--- config.mk ---
export PLATFORM = sky130hd
export DESIGN_NAME = pipeline_half_buffer_arbiter_flat
export DESIGN_NICKNAME = d
export VERILOG_FILES = /design/src/rtl/pipeline_half_buffer_arbiter_pkg.sv /design/src/rtl/pipeline_half_buffer_arbiter_if.sv /design/src/rtl/pipeline_half_buffer_arbiter_select.sv /design/src/rtl/pipeline_half_buffer_arbiter.sv /design/src/flat_wrapper.sv
export SDC_FILE = /design/constraint.sdc
export NUM_CORES = 1
export LEC_CHECK = 0
export ABC_CLOCK_PERIOD_IN_PS = 3000
export CAP_MARGIN = 20
export CORE_MARGIN = 2
export CORE_UTILIZATION = 42
export DETAILED_ROUTE_END_ITERATION = 8
export HOLD_SLACK_MARGIN = 0.03
export PLACE_DENSITY = 0.81
export SYNTH_ARGS = -nofsm -noshare
export SYNTH_HDL_FRONTEND = slang
export SYNTH_HIERARCHICAL = 1
export SYNTH_SLANG_ARGS = --single-unit
--- constraint.sdc ---
create_clock -name clock -period 3 [get_ports clock]
set_input_delay 0.6 -clock clock [delete_from_list [all_inputs] [get_ports clock]]
set_output_delay 0.6 -clock clock [all_outputs]
set_load 0.1 [all_outputs]
--- src/rtl/pipeline_half_buffer_arbiter_pkg.sv ---
// Shared constants and helpers for the half-buffer round-robin arbiter.
// The optional packet lock is enabled by PIPELINE_HALF_BUFFER_ARBITER_PACKET_LOCK_EN.
package pipeline_arbiter_pkg;

  // Lock-state encoding: idle means every producer may be arbitrated.
  localparam logic LOCK_IDLE = 1'b0;
  localparam logic LOCK_HELD = 1'b1;

  function automatic int unsigned clog2(input int unsigned value);
    int unsigned r;
    r = 0;
    while ((64'd1 << r) < 64'(value)) r++;
    return r;
  endfunction

  // Pointer value after reset, so that producer 0 is scanned first.
  function automatic int unsigned reset_pointer(input int unsigned input_count);
    return input_count - 1;
  endfunction

endpackage

--- src/rtl/pipeline_half_buffer_arbiter_if.sv ---
// Producer-side and consumer-side handshake bundle of the arbiter.
interface pipeline_half_buffer_arbiter_if #(
  parameter int unsigned WORD_WIDTH   = 8,
  parameter int unsigned INPUT_COUNT  = 4,
  parameter int unsigned SOURCE_WIDTH = 2
);
  logic [INPUT_COUNT-1:0]            in_valid;
  logic [INPUT_COUNT-1:0]            in_ready;
  logic [INPUT_COUNT*WORD_WIDTH-1:0] in_data;
  logic [INPUT_COUNT-1:0]            in_last;
  logic                              out_valid;
  logic                              out_ready;
  logic [WORD_WIDTH-1:0]             out_data;
  logic [SOURCE_WIDTH-1:0]           out_source;
  logic                              out_last;

  modport master (
    output in_valid, in_data, in_last, out_ready,
    input  in_ready, out_valid, out_data, out_source, out_last
  );

  modport slave (
    input  in_valid, in_data, in_last, out_ready,
    output in_ready, out_valid, out_data, out_source, out_last
  );
endinterface

--- src/rtl/pipeline_half_buffer_arbiter_select.sv ---
// Combinational round-robin scan starting just after last_grant.
module round_robin_select #(
  parameter int unsigned INPUT_COUNT  = 4,
  parameter int unsigned SOURCE_WIDTH = 2
) (
  input  logic [INPUT_COUNT-1:0]  request,
  input  logic [SOURCE_WIDTH-1:0] last_grant,
  output logic [INPUT_COUNT-1:0]  grant,
  output logic [SOURCE_WIDTH-1:0] grant_index,
  output logic                    grant_valid
);

  always_comb begin
    int unsigned idx;
    grant       = '0;
    grant_index = '0;
    grant_valid = 1'b0;
    idx         = 0;
    for (int unsigned off = 1; off <= INPUT_COUNT; off++) begin
      idx = (32'(last_grant) + off) % INPUT_COUNT;
      if (!grant_valid && request[idx]) begin
        grant[idx]  = 1'b1;
        grant_index = SOURCE_WIDTH'(idx);
        grant_valid = 1'b1;
      end
    end
  end

endmodule

--- src/rtl/pipeline_half_buffer_arbiter.sv ---
// Round-robin arbiter feeding one half-buffer register; in_ready never depends on out_ready.
// Optional packet lock: define PIPELINE_HALF_BUFFER_ARBITER_PACKET_LOCK_EN.
module pipeline_half_buffer_arbiter
  import pipeline_arbiter_pkg::*;
#(
  parameter int unsigned           WORD_WIDTH   = 8,
  parameter int unsigned           INPUT_COUNT  = 4,
  parameter int unsigned           SOURCE_WIDTH = 2,
  parameter logic [WORD_WIDTH-1:0] RESET_VALUE  = '0
) (
  input logic                            clock,
  input logic                            clear_n,
  pipeline_half_buffer_arbiter_if.slave  bus
);

  localparam logic [SOURCE_WIDTH-1:0] PTR_RESET = SOURCE_WIDTH'(reset_pointer(INPUT_COUNT));

  logic                    full_q;
  logic [WORD_WIDTH-1:0]   data_q;
  logic [SOURCE_WIDTH-1:0] source_q;
  logic [SOURCE_WIDTH-1:0] last_grant_q;

  logic [INPUT_COUNT-1:0]  eligible_c;
  logic [INPUT_COUNT-1:0]  req_c;
  logic [INPUT_COUNT-1:0]  grant_c;
  logic [SOURCE_WIDTH-1:0] grant_idx_c;
  logic                    grant_any_c;
  logic [WORD_WIDTH-1:0]   load_word_c;

`ifdef PIPELINE_HALF_BUFFER_ARBITER_PACKET_LOCK_EN
  logic                    lock_q;
  logic [SOURCE_WIDTH-1:0] lock_owner_q;
  logic                    last_q;
  logic                    load_last_c;

  // While a packet is open only its owner is eligible, valid or not.
  always_comb begin
    eligible_c = bus.in_valid;
    if (lock_q != LOCK_IDLE) eligible_c = bus.in_valid & (INPUT_COUNT'(1) << lock_owner_q);
  end

  always_comb begin
    load_last_c = 1'b0;
    for (int unsigned k = 0; k < INPUT_COUNT; k++)
      if (grant_c[k]) load_last_c = bus.in_last[k];
  end

  always_ff @(posedge clock or negedge clear_n) begin
    if (!clear_n) begin
      lock_q       <= LOCK_IDLE;
      lock_owner_q <= '0;
      last_q       <= 1'b0;
    end else if (!full_q && grant_any_c) begin
      lock_q       <= load_last_c ? LOCK_IDLE : LOCK_HELD;
      lock_owner_q <= grant_idx_c;
      last_q       <= load_last_c;
    end
  end

  assign bus.out_last = last_q;
`else
  logic unused_in_last;

  assign eligible_c     = bus.in_valid;
  assign unused_in_last = ^bus.in_last;
  assign bus.out_last   = 1'b0;
`endif

  // No requests reach the scan while the buffer is full or reset is held.
  assign req_c = (full_q || !clear_n) ? '0 : eligible_c;

  round_robin_select #(
    .INPUT_COUNT  (INPUT_COUNT),
    .SOURCE_WIDTH (SOURCE_WIDTH)
  ) u_select (
    .request     (req_c),
    .last_grant  (last_grant_q),
    .grant       (grant_c),
    .grant_index (grant_idx_c),
    .grant_valid (grant_any_c)
  );

  always_comb begin
    load_word_c = '0;
    for (int unsigned k = 0; k < INPUT_COUNT; k++)
      if (grant_c[k]) load_word_c = bus.in_data[k*WORD_WIDTH +: WORD_WIDTH];
  end

  always_ff @(posedge clock or negedge clear_n) begin
    if (!clear_n) begin
      full_q       <= 1'b0;
      data_q       <= RESET_VALUE;
      source_q     <= '0;
      last_grant_q <= PTR_RESET;
    end else if (full_q) begin
      if (bus.out_ready) full_q <= 1'b0;
    end else if (grant_any_c) begin
      full_q       <= 1'b1;
      data_q       <= load_word_c;
      source_q     <= grant_idx_c;
      last_grant_q <= grant_idx_c;
    end
  end

  assign bus.in_ready   = grant_c;
  assign bus.out_valid  = full_q;
  assign bus.out_data   = data_q;
  assign bus.out_source = source_q;

endmodule
--- src/flat_wrapper.sv ---
// flat-port wrapper written by rule: the top's interface ports become plain ports
module pipeline_half_buffer_arbiter_flat import pipeline_arbiter_pkg::*;
#(
  parameter int unsigned           WORD_WIDTH   = 8,
  parameter int unsigned           INPUT_COUNT  = 4,
  parameter int unsigned           SOURCE_WIDTH = 2,
  parameter logic [WORD_WIDTH-1:0] RESET_VALUE  = '0
)
  (clock, clear_n, bus_in_valid, bus_in_data, bus_in_last, bus_out_ready, bus_in_ready, bus_out_valid, bus_out_data, bus_out_source, bus_out_last);
  pipeline_half_buffer_arbiter_if #(.WORD_WIDTH(WORD_WIDTH), .INPUT_COUNT(INPUT_COUNT), .SOURCE_WIDTH(SOURCE_WIDTH)) bus_i ();
  input logic clock;
  input logic clear_n;
  input wire logic [$bits(bus_i.in_valid)-1:0] bus_in_valid;
  input wire logic [$bits(bus_i.in_data)-1:0] bus_in_data;
  input wire logic [$bits(bus_i.in_last)-1:0] bus_in_last;
  input wire logic [$bits(bus_i.out_ready)-1:0] bus_out_ready;
  output wire logic [$bits(bus_i.in_ready)-1:0] bus_in_ready;
  output wire logic [$bits(bus_i.out_valid)-1:0] bus_out_valid;
  output wire logic [$bits(bus_i.out_data)-1:0] bus_out_data;
  output wire logic [$bits(bus_i.out_source)-1:0] bus_out_source;
  output wire logic [$bits(bus_i.out_last)-1:0] bus_out_last;
  assign bus_i.in_valid = bus_in_valid;
  assign bus_i.in_data = bus_in_data;
  assign bus_i.in_last = bus_in_last;
  assign bus_i.out_ready = bus_out_ready;
  assign bus_in_ready = bus_i.in_ready;
  assign bus_out_valid = bus_i.out_valid;
  assign bus_out_data = bus_i.out_data;
  assign bus_out_source = bus_i.out_source;
  assign bus_out_last = bus_i.out_last;
  pipeline_half_buffer_arbiter #(.WORD_WIDTH(WORD_WIDTH), .INPUT_COUNT(INPUT_COUNT), .SOURCE_WIDTH(SOURCE_WIDTH), .RESET_VALUE(RESET_VALUE)) u_core (.clock(clock), .clear_n(clear_n), .bus(bus_i));
endmodule
==> flow_summary.json <==
{
  "outcome": "completed",
  "critPathKind": "input port to output port",
  "synth.mux.area_fraction_pct": 5.03,
  "slew_viol_final": 0,
  "startpoint": "clear_n",
  "arrival_ns": 2.33,
  "die_width_um": 59.5,
  "dpl_worst_slack_ns": -0.424,
  "routed_wl_mm": 4.02,
  "synth_top_family_by_area": "compound AO/OA/AOI/OAI gates",
  "antenna_left": 0,
  "grt_overflow_total": 0,
  "yosys_most_used_dff": "dfrtp_1",
  "netlist_top_cells_area": "dfrtp_1 21%, nand2_1 8.4%, ha_1 7.7%",
  "worstReg2RegStart": "u_core/last_grant_q[0]$_DFFE_PN1P_",
  "synth-compound-area-share_pct": 27.7,
  "wl_per_cell_um": 15.1,
  "synth-adder-area-share_pct": 7.74,
  "avgSynthCellArea_um2": 8.56,
  "cts.sinks": 13,
  "synth-simple-area-share_pct": 26.9,
  "via_count": 1503,
  "min_period_over_period_pct": 97.7,
  "portBuffers": 53,
  "drive_above_1_share_pct": 35.2,
  "track_usage_pct": 23.8,
  "endpoint": "bus_in_ready[3]",
  "cp-end-kind": "output port",
  "required_ns": 2.40,
  "reg2reg_slack_ns": 0.18,
  "diodes": 0,
  "place_inst": 250,
  "yosysWarnings": 6,
  "numCtsBuffers": 3,
  "instances_no_fill": 266,
  "cpPeakStageDelay_ns": 0.44,
  "h-tree-depth": 1,
  "grt_pass1_wl_mm": 6.53,
  "hold_viol": 0,
  "clockBufferDepth": 2,
  "synth_top_area_share_pct": 21.3,
  "yosys.area.top_type": "dfrtp_1",
  "tritoncts": "yes",
  "max_cap_violations": 0,
  "cp_max_fo": 5,
  "synth_seq_area_share_pct": 25.4,
  "hold_path_class": "input port to asynchronous set/reset pin",
  "first_global_vias": 1509,
  "gp_congestion": 0.803,
  "ioPinCount": 59,
  "vias_per_cell": 5.65,
  "syn-cell-area_mm2": 0.00129,
  "fin_nets": 285,
  "synth_nets": 202,
  "netlist_instances": 151,
  "setup_ws_ns": 0.0696,
  "start_util_pct": 43.4,
  "crit_cells": 9,
  "firstDrtPassIters": 4,
  "skew_ns": 0.00486,
  "die-height_um": 59.5,
  "ys_ff_latch": 13,
  "fin_crit_ns": 2.93,
  "max_freq_mhz": 341,
  "core-area_mm2": 0.00298,
  "path_cells": "buf_2 -> nor2b_4 -> and2_4 -> buf_4 -> buf_4 -> a221oi_2 -> a211oi_4 -> a221o_4 -> buf_12",
  "crit_family": "compound AO/OA/AOI/OAI gates",
  "yosysMostFrequentCell": "nand2_1",
  "async_flop_share_pct": 100,
  "cts-root-buf": "clkbuf_4",
  "synth_common_cells": "29 x nand2_1, 11 x dfrtp_1, 10 x o21ai_0",
  "crit_top_cell": "buf_4",
  "start_kind": "input port",
  "clk_latency_ns": 0.27,
  "drc": 0,
  "r2r_end": "u_core/bus.out_data[7]$_DFFE_PN0P_",
  "postCtsHoldBufs": 0,
  "setup_viol": 0,
  "path_buf_inv": 4,
  "rsz0062_at_grt": "false",
  "hpwl_mm": 2.97,
  "drtIter0Drc": 49,
  "grt_max_degree": 14,
  "synthDistinctLibCells": 42,
  "synth-edff-count": 0,
  "crit_slowest_cell": "a221o_4",
  "fp.dieArea_mm2": 0.00354,
  "syn_to_final_growth_pct": 69.7,
  "synth-xor-area-share_pct": 0,
  "fp-row-count": 20,
  "antenna_found_initial": 0,
  "clk_pin_slew_worst_paths_ns": 0.08,
  "reg2reg_depth": 9
}
[cell type report]
cell class	count	area, um2
Timing Repair Buffer	87	796
Tap cell	33	41.3
Clock buffer	4	26.3
Fill cell	209	785
Multi-Input combinational cell	123	976
Inverter	6	22.5
Sequential cell	13	332
[metrics by stage]
stage,cell area [um2],setup TNS [ns],hold WS [ns],util [%]
global placement,2030,-3.84,0.469,68.3
CTS,2150,0,0.264,72.1
detailed placement,2030,-4.26,0.483,68.3
finish,2190,0,0.264,73.7
global route,2190,0,0.271,73.7
floorplan,1370,-0.708,0.304,-
[registers in the layout, indices dropped and copies added (netlist names)]
register               flops
u_core/bus.out_source      2
u_core/bus.out_data        8
u_core/last_grant_q        2
u_core/bus.out_valid       1
[layout by cell type (no fill, tap or decap), drive strengths merged, types with 2 or more instances in the layout]
cell type      instances
mux2i                  3
or4bb                  6
clkbuf                 4
a31oi                  8
inv                    6
nor2                   7
nand2b                 2
dfstp                  2
a21oi                  4
clkdlybuf4s50         33
o21ai                 16
dfrtp                 11
and2                   4
buf                   50
ha                     8
a21boi                 2
a221oi                 3
nand2                 29
nor2b                  5
nor3b                  2
o22ai                  2
a221o                  4
a211oi                 2
a22oi                  7
dlygate4sd2            4
[how the worst min path moves through the flow]
stage | end | cells past startpoint | slack [ns]
2_1_floorplan | u_core/bus.out_data[0]$_DFFE_PN0P_ | 0 | 0.30
3_3_place_gp | u_core/bus.out_source[1]$_DFFE_PN0P_ | 2 | 0.47
3_5_place_dp | u_core/bus.out_source[1]$_DFFE_PN0P_ | 2 | 0.48
4_1_cts | u_core/bus.out_source[1]$_DFFE_PN0P_ | 2 | 0.26
5_1_grt | u_core/bus.out_source[1]$_DFFE_PN0P_ | 2 | 0.27
6_report | u_core/bus.out_data[3]$_DFFE_PN0P_ | 2 | 0.26
[per-layer routing]
| layer | GRT usage, % | up-vias | part of all wire [%] |
|---|---|---|---|
| li1 | - | 712 | - |
| met2 | 44.0 | 66 | 53 |
| met4 | 6.49 | 0 | 1.2 |
| met1 | 28.6 | 714 | 40 |
| met5 | 0 | - | 0 |
| met3 | 2.84 | 11 | 6.2 |
[repair_timing]
action,CTS,global route
pin swaps,9,6
endpoints found under the hold margin,0,0
setup endpoints to repair,11,7
setup buffers,11,1
resized for setup,14,8
[kinds of logic after synthesis]
kind of cell,Yosys count
compound gates,50
fa+ha+maj,8
buf+inv,15
flops,13
mux,4
other cells,1
simple gates,60
Power is left out: the tool's default activity adds up to more than one toggle a clock period on the data nets, which glitch-free logic cannot reach.
